## src/rtl/registro_reg_exe.sv

```systemverilog
// registro_reg_exe: Reg/Exe pipeline register with load-use stall, flush, hold and stall counter
module registro_reg_exe #(
  parameter int DATA_W = 16,
  parameter int LOAD_STALL = 1
) (
  input  logic              clk,
  input  logic              reset,
  input  logic [3:0]        Ra_F_Reg,
  input  logic [3:0]        Rb_F_Reg,
  input  logic [3:0]        Robj_F_Reg,
  input  logic              RE_A_F_Reg,
  input  logic              RE_B_F_Reg,
  input  logic              WE_F_Reg,
  input  logic              mem_WE_F_Reg,
  input  logic              mem_RE_F_Reg,
  input  logic              valid_F_Reg,
  input  logic [3:0]        aluop_F_Reg,
  input  logic [DATA_W-1:0] A_F_Reg,
  input  logic [DATA_W-1:0] B_F_Reg,
  input  logic [DATA_W-1:0] imm_F_Reg,
  input  logic              flush,
  input  logic              hold,
  output logic [3:0]        Ra_Reg_Exe,
  output logic [3:0]        Rb_Reg_Exe,
  output logic [3:0]        Robj_Reg_Exe,
  output logic              RE_A_Reg_Exe,
  output logic              RE_B_Reg_Exe,
  output logic              WE_Reg_Exe,
  output logic              mem_WE_Reg_Exe,
  output logic              mem_RE_Reg_Exe,
  output logic              valid_Reg_Exe,
  output logic [3:0]        aluop_Reg_Exe,
  output logic [DATA_W-1:0] A_Reg_Exe,
  output logic [DATA_W-1:0] B_Reg_Exe,
  output logic [DATA_W-1:0] imm_Reg_Exe,
  output logic              stall_F,
  output logic [15:0]       stall_cycles
);
  typedef struct packed {
    logic [3:0]        ra, rb, robj;
    logic              re_a, re_b, we, mem_we, mem_re, valid;
    logic [3:0]        aluop;
    logic [DATA_W-1:0] a, b, imm;
  } pipe_t;
  typedef enum logic {RUN, STALL} state_t;
  pipe_t pipe_q, pipe_d, pipe_in;
  state_t state_q, state_d;
  logic [2:0] cnt_q, cnt_d;
  logic [15:0] stall_cycles_q, stall_cycles_d;
  logic haz;
  assign pipe_in = {Ra_F_Reg, Rb_F_Reg, Robj_F_Reg, RE_A_F_Reg, RE_B_F_Reg, WE_F_Reg,
                    mem_WE_F_Reg, mem_RE_F_Reg, valid_F_Reg, aluop_F_Reg, A_F_Reg, B_F_Reg, imm_F_Reg};
  assign {Ra_Reg_Exe, Rb_Reg_Exe, Robj_Reg_Exe, RE_A_Reg_Exe, RE_B_Reg_Exe, WE_Reg_Exe,
          mem_WE_Reg_Exe, mem_RE_Reg_Exe, valid_Reg_Exe, aluop_Reg_Exe, A_Reg_Exe, B_Reg_Exe,
          imm_Reg_Exe} = pipe_q;
  assign stall_cycles = stall_cycles_q;
  // store data through Rb is forwarded from Mem, so only ALU operand reads count
  assign haz = pipe_q.mem_re & pipe_q.we & pipe_q.valid & valid_F_Reg &
               ((RE_A_F_Reg & (Ra_F_Reg == pipe_q.robj)) | (RE_B_F_Reg & (Rb_F_Reg == pipe_q.robj)));
  // next-state, stall request and stall counter; flush beats hold beats stall
  always_comb begin
    pipe_d = pipe_q;
    state_d = state_q;
    cnt_d = cnt_q;
    stall_F = reset ? 1'b0 : (state_q == STALL) | haz;
    stall_cycles_d = (stall_F && !flush && stall_cycles_q != 16'hFFFF) ? stall_cycles_q + 16'd1 : stall_cycles_q;
    if (flush) begin
      pipe_d = '0;
      state_d = RUN;
      cnt_d = '0;
    end else if (hold) begin
      pipe_d = pipe_q;
    end else if (state_q == STALL) begin
      pipe_d = '0;
      cnt_d = cnt_q - 3'd1;
      state_d = (cnt_q == 3'd1) ? RUN : STALL;
    end else if (haz) begin
      pipe_d = '0;
      state_d = (LOAD_STALL > 1) ? STALL : RUN;
      cnt_d = (LOAD_STALL > 1) ? 3'(LOAD_STALL - 1) : 3'd0;
    end else begin
      pipe_d = pipe_in;
    end
  end
  // state registers
  always_ff @(posedge clk) begin
    if (reset) begin
      pipe_q <= '0;
      state_q <= RUN;
      cnt_q <= '0;
      stall_cycles_q <= '0;
    end else begin
      pipe_q <= pipe_d;
      state_q <= state_d;
      cnt_q <= cnt_d;
      stall_cycles_q <= stall_cycles_d;
    end
  end
endmodule

```

## config.mk

```make
export PLATFORM = sky130hd
export DESIGN_NAME = registro_reg_exe
export DESIGN_NICKNAME = d
export VERILOG_FILES = /design/src/rtl/registro_reg_exe.sv
export SDC_FILE = /design/constraint.sdc
export NUM_CORES = 1
export LEC_CHECK = 0
export CAP_MARGIN = 20
export CORE_MARGIN = 2
export CORE_UTILIZATION = 40
export DETAILED_ROUTE_END_ITERATION = 7
export PLACE_DENSITY_LB_ADDON = 0.12
export SETUP_SLACK_MARGIN = 0.2
export SKIP_CTS_REPAIR_TIMING = 1
export SLEW_MARGIN = 25
export SYNTH_ARGS = -nofsm -noshare
export SYNTH_HDL_FRONTEND = slang
export SYNTH_SLANG_ARGS = --single-unit
```

## constraint.sdc

```tcl
create_clock -name clk -period 2.7 [get_ports clk]
set_clock_uncertainty 0.2 [all_clocks]
set_input_delay 0.27 -clock clk [delete_from_list [all_inputs] [get_ports clk]]
set_output_delay 0.27 -clock clk [all_outputs]
set_load 0.1 [all_outputs]
```

# Yosys cells after proc, flatten, opt, wreduce, memory -nomap -nowiden
# Cells that the tools add are included.
dict set report classes {
  n_addsub 2
  n_eq_ne 4
  n_mux 7
  bitwise 9
  n_reduce_logical 6
}
# operator n
set ops {}
lappend ops {{$mux 70} 2}
lappend ops {{$add 16x1->16 const B} 1}
lappend ops {{$ne 16x16->1 const B} 1}
lappend ops {{$eq 4x4->1} 2}
lappend ops {{$and 1x1->1} 6}
lappend ops {{$mux 3} 2}
lappend ops {{$eq 3x1->1 const B} 1}
lappend ops {{$mux 1} 3}
lappend ops {{$sub 3x1->3 const B} 1}
lappend ops {{$logic_and 1x1->1} 2}
lappend ops {{$or 1x1->1} 2}
lappend ops {{$reduce_and 2->1} 1}
lappend ops {{$reduce_bool 2->1} 1}
lappend ops {{$reduce_or 2->1} 1}
lappend ops {{$logic_not 1->1} 1}
lappend ops {{$not 1->1} 1}
dict set report totals {
  regBits 90
  in_bits 74
  out_inout_bits 87
  elab_cells 44
}

# Longest topological paths before layout
dict set report logic_depth {
  word_depth 8
  ltp_mapped 9
}

# Worst setup path before layout
# Ideal clock, no wire load.
dict set report synth_path {
  path_kind {flip-flop to output port}
  startpoint {register pipe_q (netlist bit mem_RE_Reg_Exe)}
  endpoint {output stall_F}
  arrival_ns 3.188
  t_required_ns 2.230
  path_slack_ns -0.958
  stages_incl_launch_ff 7
  n_path_buf 1
  cell_sequence {dfxtp_1 nand4_1 nor4_1 a31o_2 nor2_2 buf_2 nor2_1}
}
dict set report synth_via {
  elab_chain_len 6
}
# item line
set synth_lines {}
lappend synth_lines {{from (decl)} 46} ;# pipe_t pipe_q, pipe_d, pipe_in;
lappend synth_lines {{from (signal assigned)} 93} ;# pipe_q <= pipe_d;
lappend synth_lines {{$and 1x1->1 (4 in a row)} 58} ;# assign haz = pipe_q.mem_re & pipe_q.we & pipe_q.valid & valid_F_Reg &
lappend synth_lines {{$or 1x1->1} 65} ;# stall_F = reset ? 1'b0 : (state_q == STALL) | haz;
lappend synth_lines {{$mux 1} 65}
lappend synth_lines {{to (decl)} 36} ;# output logic stall_F,
# No other way between the ends.

# Final worst setup path
dict set report layout_path {
  startpoint {input Rb_F_Reg[2]}
  endpoint {output stall_F}
}
dict set report layout_via {
  elab_chain_len 6
}
# item line
set layout_lines {}
lappend layout_lines {{from (decl)} 9} ;# input logic [3:0] Rb_F_Reg,
lappend layout_lines {{$eq 4x4->1} 59} ;# ((RE_A_F_Reg & (Ra_F_Reg == pipe_q.robj)) | (RE_B_F_Reg & (Rb_F_Reg == pipe_q.robj)));
lappend layout_lines {{$and 1x1->1} 59}
lappend layout_lines {{$or 1x1->1} 59}
lappend layout_lines {{$and 1x1->1} 58}
lappend layout_lines {{$or 1x1->1} 65}
lappend layout_lines {{$mux 1} 65}
# No other way between the ends.

==> results.sh <==
export IMPL_status="finished clean"
export IMPL_critPathRequiredTime_ns=2.23
export IMPL_synth_area_mm2=0.00375
export IMPL_die_height_um=101
export IMPL_setup_violations=0
export IMPL_clock_fmax_mhz=420
export IMPL_worst_setup_path_type="in -> out"
export IMPL_placed_cells=691
export IMPL_ir_drop_mv=0.273
export IMPL_clkSlewWorstSetupHoldPaths_ns=0.08
export IMPL_worst_slack_ns=0.321
export IMPL_max_root_sink_buffers=2
export IMPL_fillerInstances=837
export IMPL_yosys_warnings=0
export IMPL_worst_setup_path_end_kind="output pin"
export IMPL_number_of_flops_mapped_to_enable_cells_by_yosys=0
export IMPL_r2r_end="stall_cycles[5]"
export IMPL_cp_start_kind="input pin"
export IMPL_core_area_mm2=0.00915
export IMPL_syn_area_per_cell_um2=8.51
export IMPL_ys_ff_latch=90
export IMPL_grt_pass1_vias=3309
export IMPL_layout_worst_path_cycle_share_pct=88.1
export IMPL_main_synth_ff_type="sky130_fd_sc_hd__dfxtp_1"
export IMPL_hold_viol_final=0
export IMPL_slew_limit_headroom_pct=61.5
export IMPL_post_synth_top_area_cell="sky130_fd_sc_hd__dfxtp_1"
export IMPL_r2r_setup_slack_ns=0.52
export IMPL_rr_worst_depth=7
export IMPL_startpoint_of_the_worst_register_to_register_path="WE_Reg_Exe"
export IMPL_io_buffer_count=160
export IMPL_holdCritPathClass="in -> reg"
export IMPL_worstSkewPairLatency_ns=0.35
export IMPL_insertedDiodeCount=0
export IMPL_postSynthCellCount=440
export IMPL_slew_violations=0
export IMPL_crit_end="stall_F"
export IMPL_critical_path_top_cell_by_count="sky130_fd_sc_hd__nor2_4"
export IMPL_count_of_standard_cell_rows=35
export IMPL_timing_critical_path_from="Rb_F_Reg[2]"
export IMPL_residual_drc=0
export IMPL_grt_overflow_total=0
export IMPL_final_setup_tns_ns=0
export IMPL_timing_critical_path_slowest_cell_delay_ns=0.51
export IMPL_vias=3620
export IMPL_cp_data_arrival_time_ns=1.91
export IMPL_final_period_minus_worst_setup_slack_ns=2.38
export IMPL_worstSetupPathDepth=8
export IMPL_clock_tree_htree_level_count=3
export IMPL_clock_sinks=90
export IMPL_pre_antenna_drt_iters=4
export IMPL_critical_path_peak_fanout=6
export IMPL_final_layout_size_suffix_gt1_share_pct=22.8
export IMPL_tightestPinTransition_ns=0.574
export IMPL_post_layout_total_power_uw=2880
export IMPL_synth_to_final_area_change_pct=47.4
export IMPL_first_iter_violations=97
export IMPL_synth_cell_types=39
export IMPL_io_pin_count=161
export IMPL_synth_yosys_seq_area_share_pct=48.1
export IMPL_path_buf_inv=3
export IMPL_wirelength_um=10100
export IMPL_static_leakage_power_uw=0.00212
export IMPL_number_of_nets_in_the_finished_design=668
export IMPL_ys_top_cells_by_area="sky130_fd_sc_hd__dfxtp_1, sky130_fd_sc_hd__nand3b_1, sky130_fd_sc_hd__a21oi_1, sky130_fd_sc_hd__nand2_1, sky130_fd_sc_hd__clkbuf_1"
export IMPL_critPathSlowestCell="sky130_fd_sc_hd__clkdlybuf4s50_1"
export IMPL_initial_antenna_violation_count=0
export IMPL_unrepaired_setup_endpoints_after_global_routing="false"
export IMPL_chipWidth_um=101
export IMPL_final_cells=707
export IMPL_synth_nets=517
export IMPL_grt_pass1_wl_um=16100
export IMPL_track_usage_pct=19.7
export IMPL_netlist_area_leader_share_pct=48.1
export IMPL_dp_slack_ns=0.0669
export IMPL_cts_tree="yes"
export IMPL_timing_critical_path_cells="clkdlybuf4s50_1 > xor2_1 > nor4_2 > a31o_2 > buf_4 > nor2_4 > nor2_4 > buf_12"
export IMPL_cap_viol_max_count=0
export IMPL_drt_vias_per_instance=5.12
export IMPL_power_per_cell_area_mw_per_mm2=522
export IMPL_ys_async_sr_fraction_pct=0
export IMPL_ctsRootBufferMaster="sky130_fd_sc_hd__clkbuf_8"
export IMPL_design_die_area_mm2=0.0102
export IMPL_wire_per_inst_um=14.3
export IMPL_initial_core_util_pct=40.9
export IMPL_gpl_final_weighted_congestion=0.828
export IMPL_fin_hold_ws_ns=0.156
export IMPL_tritoncts_num_buffers=9
export IMPL_half_perimeter_wire_length_after_detailed_placement_um=7110
export IMPL_drtAntennaViolNets=0
export IMPL_grt_start_max_net_pins=61
export IMPL_crit_family="buffers and inverters"
cells by family (layout without fill, tap and decap cells):
| group | count (synthesis) | count (layout) | synth area share (%) |
|---|---|---|---|
| buf+inv | 38 | 194 | 4.21 |
| fa+ha+maj | 3 | 3 | 1.00 |
| compound gates | 103 | 103 | 15.0 |
| simple gates | 194 | 194 | 28.8 |
| xor+xnor | 9 | 9 | 2.10 |
| mux | 3 | 3 | 0.835 |
| flops | 90 | 90 | 48.1 |
tightest hold or removal path, cell delays in order:
cell and delay [ns]:
sky130_fd_sc_hd__buf_4 0.23, sky130_fd_sc_hd__nand2_1 0.10, sky130_fd_sc_hd__a21oi_1 0.05
report_power, final:
part / internal [µW] / switching (µW) / leakage (µW)
registers: 1360 / 18.8 / 0.000739
clock network: 499 / 470 / 0.000113
logic: 189 / 350 / 0.00127
worst min-delay path by stage:
stage / startpoint / endpoint / cells past startpoint
3_3_place_gp: B_Reg_Exe[2] / B_Reg_Exe[2] / 2
4_1_cts: hold / B_Reg_Exe[10] / 3
3_5_place_dp: B_Reg_Exe[2] / B_Reg_Exe[2] / 2
5_1_grt: hold / aluop_Reg_Exe[3] / 3
6_report: hold / B_Reg_Exe[5] / 3
2_1_floorplan: reset / stall_cycles[2] / 1
placed cells by master, fill, tap and decap left out, types with 3 or more instances in the layout:
| master | instances |
|---|---|
| sky130_fd_sc_hd__or3_1 | 5 |
| sky130_fd_sc_hd__ha_1 | 3 |
| sky130_fd_sc_hd__xnor2_1 | 4 |
| sky130_fd_sc_hd__o31ai_1 | 5 |
| sky130_fd_sc_hd__nand4_1 | 5 |
| sky130_fd_sc_hd__buf_4 | 100 |
| sky130_fd_sc_hd__nand3b_1 | 71 |
| sky130_fd_sc_hd__xor2_1 | 5 |
| sky130_fd_sc_hd__a21oi_1 | 80 |
| sky130_fd_sc_hd__nand2_1 | 80 |
| sky130_fd_sc_hd__dfxtp_4 | 5 |
| sky130_fd_sc_hd__dfxtp_2 | 8 |
| sky130_fd_sc_hd__clkdlybuf4s50_1 | 72 |
| sky130_fd_sc_hd__inv_1 | 4 |
| sky130_fd_sc_hd__clkbuf_8 | 11 |
| sky130_fd_sc_hd__dfxtp_1 | 77 |
| sky130_fd_sc_hd__or4_1 | 4 |
| sky130_fd_sc_hd__nor2_1 | 8 |
| sky130_fd_sc_hd__nand3_1 | 8 |
| sky130_fd_sc_hd__and3_1 | 3 |
| sky130_fd_sc_hd__o21ai_0 | 5 |
cell type report:
class	instances	area, µm²	share of cell area [%]
repair buffers	174	1510	27.4
well taps	111	139	2.52
clock buffers	14	205	3.72
clock inverters	2	13.8	0.249
multi-input cells	312	1810	32.7
flip-flops and latches	90	1830	33.2
inverters	4	15.0	0.272
per-stage QoR:
step,util [%],cell area (µm²)
after floorplan,-,3780
after global placement,57.9,5300
after detailed placement,57.9,5300
after CTS,60.2,5510
after global routing,60.3,5520
final,60.3,5520
registers in the layout (all words and copies together) (netlist names):
name and cells:
stall_cycles 16, state_q 1, imm_Reg_Exe 16, RE_B_Reg_Exe 1, valid_Reg_Exe 1, Ra_Reg_Exe 4, B_Reg_Exe 16, WE_Reg_Exe 1
aluop_Reg_Exe 4, A_Reg_Exe 16, Robj_Reg_Exe 4, mem_RE_Reg_Exe 1, Rb_Reg_Exe 4, mem_WE_Reg_Exe 1, cnt_q 3, RE_A_Reg_Exe 1
metal layers:
layer	vias up	global-route usage, %	part of all wire, %
met2	111	30.6	47
li1	1837	-	-
met1	1667	25.4	44
met3	5	7.98	8.2
met5	-	0	0
met4	0	5.16	0.67
cells in the mapped netlist (all sizes together) (5+ instances only):
cell type	instances
nand2	80
nor2	10
clkbuf	23
a21oi	80
o31ai	5
nand4	5
xor2	5
buf	11
or3	5
o21ai	7
nand3b	71
nand3	8
dfxtp	90
(Power assumes the default switching activity.)
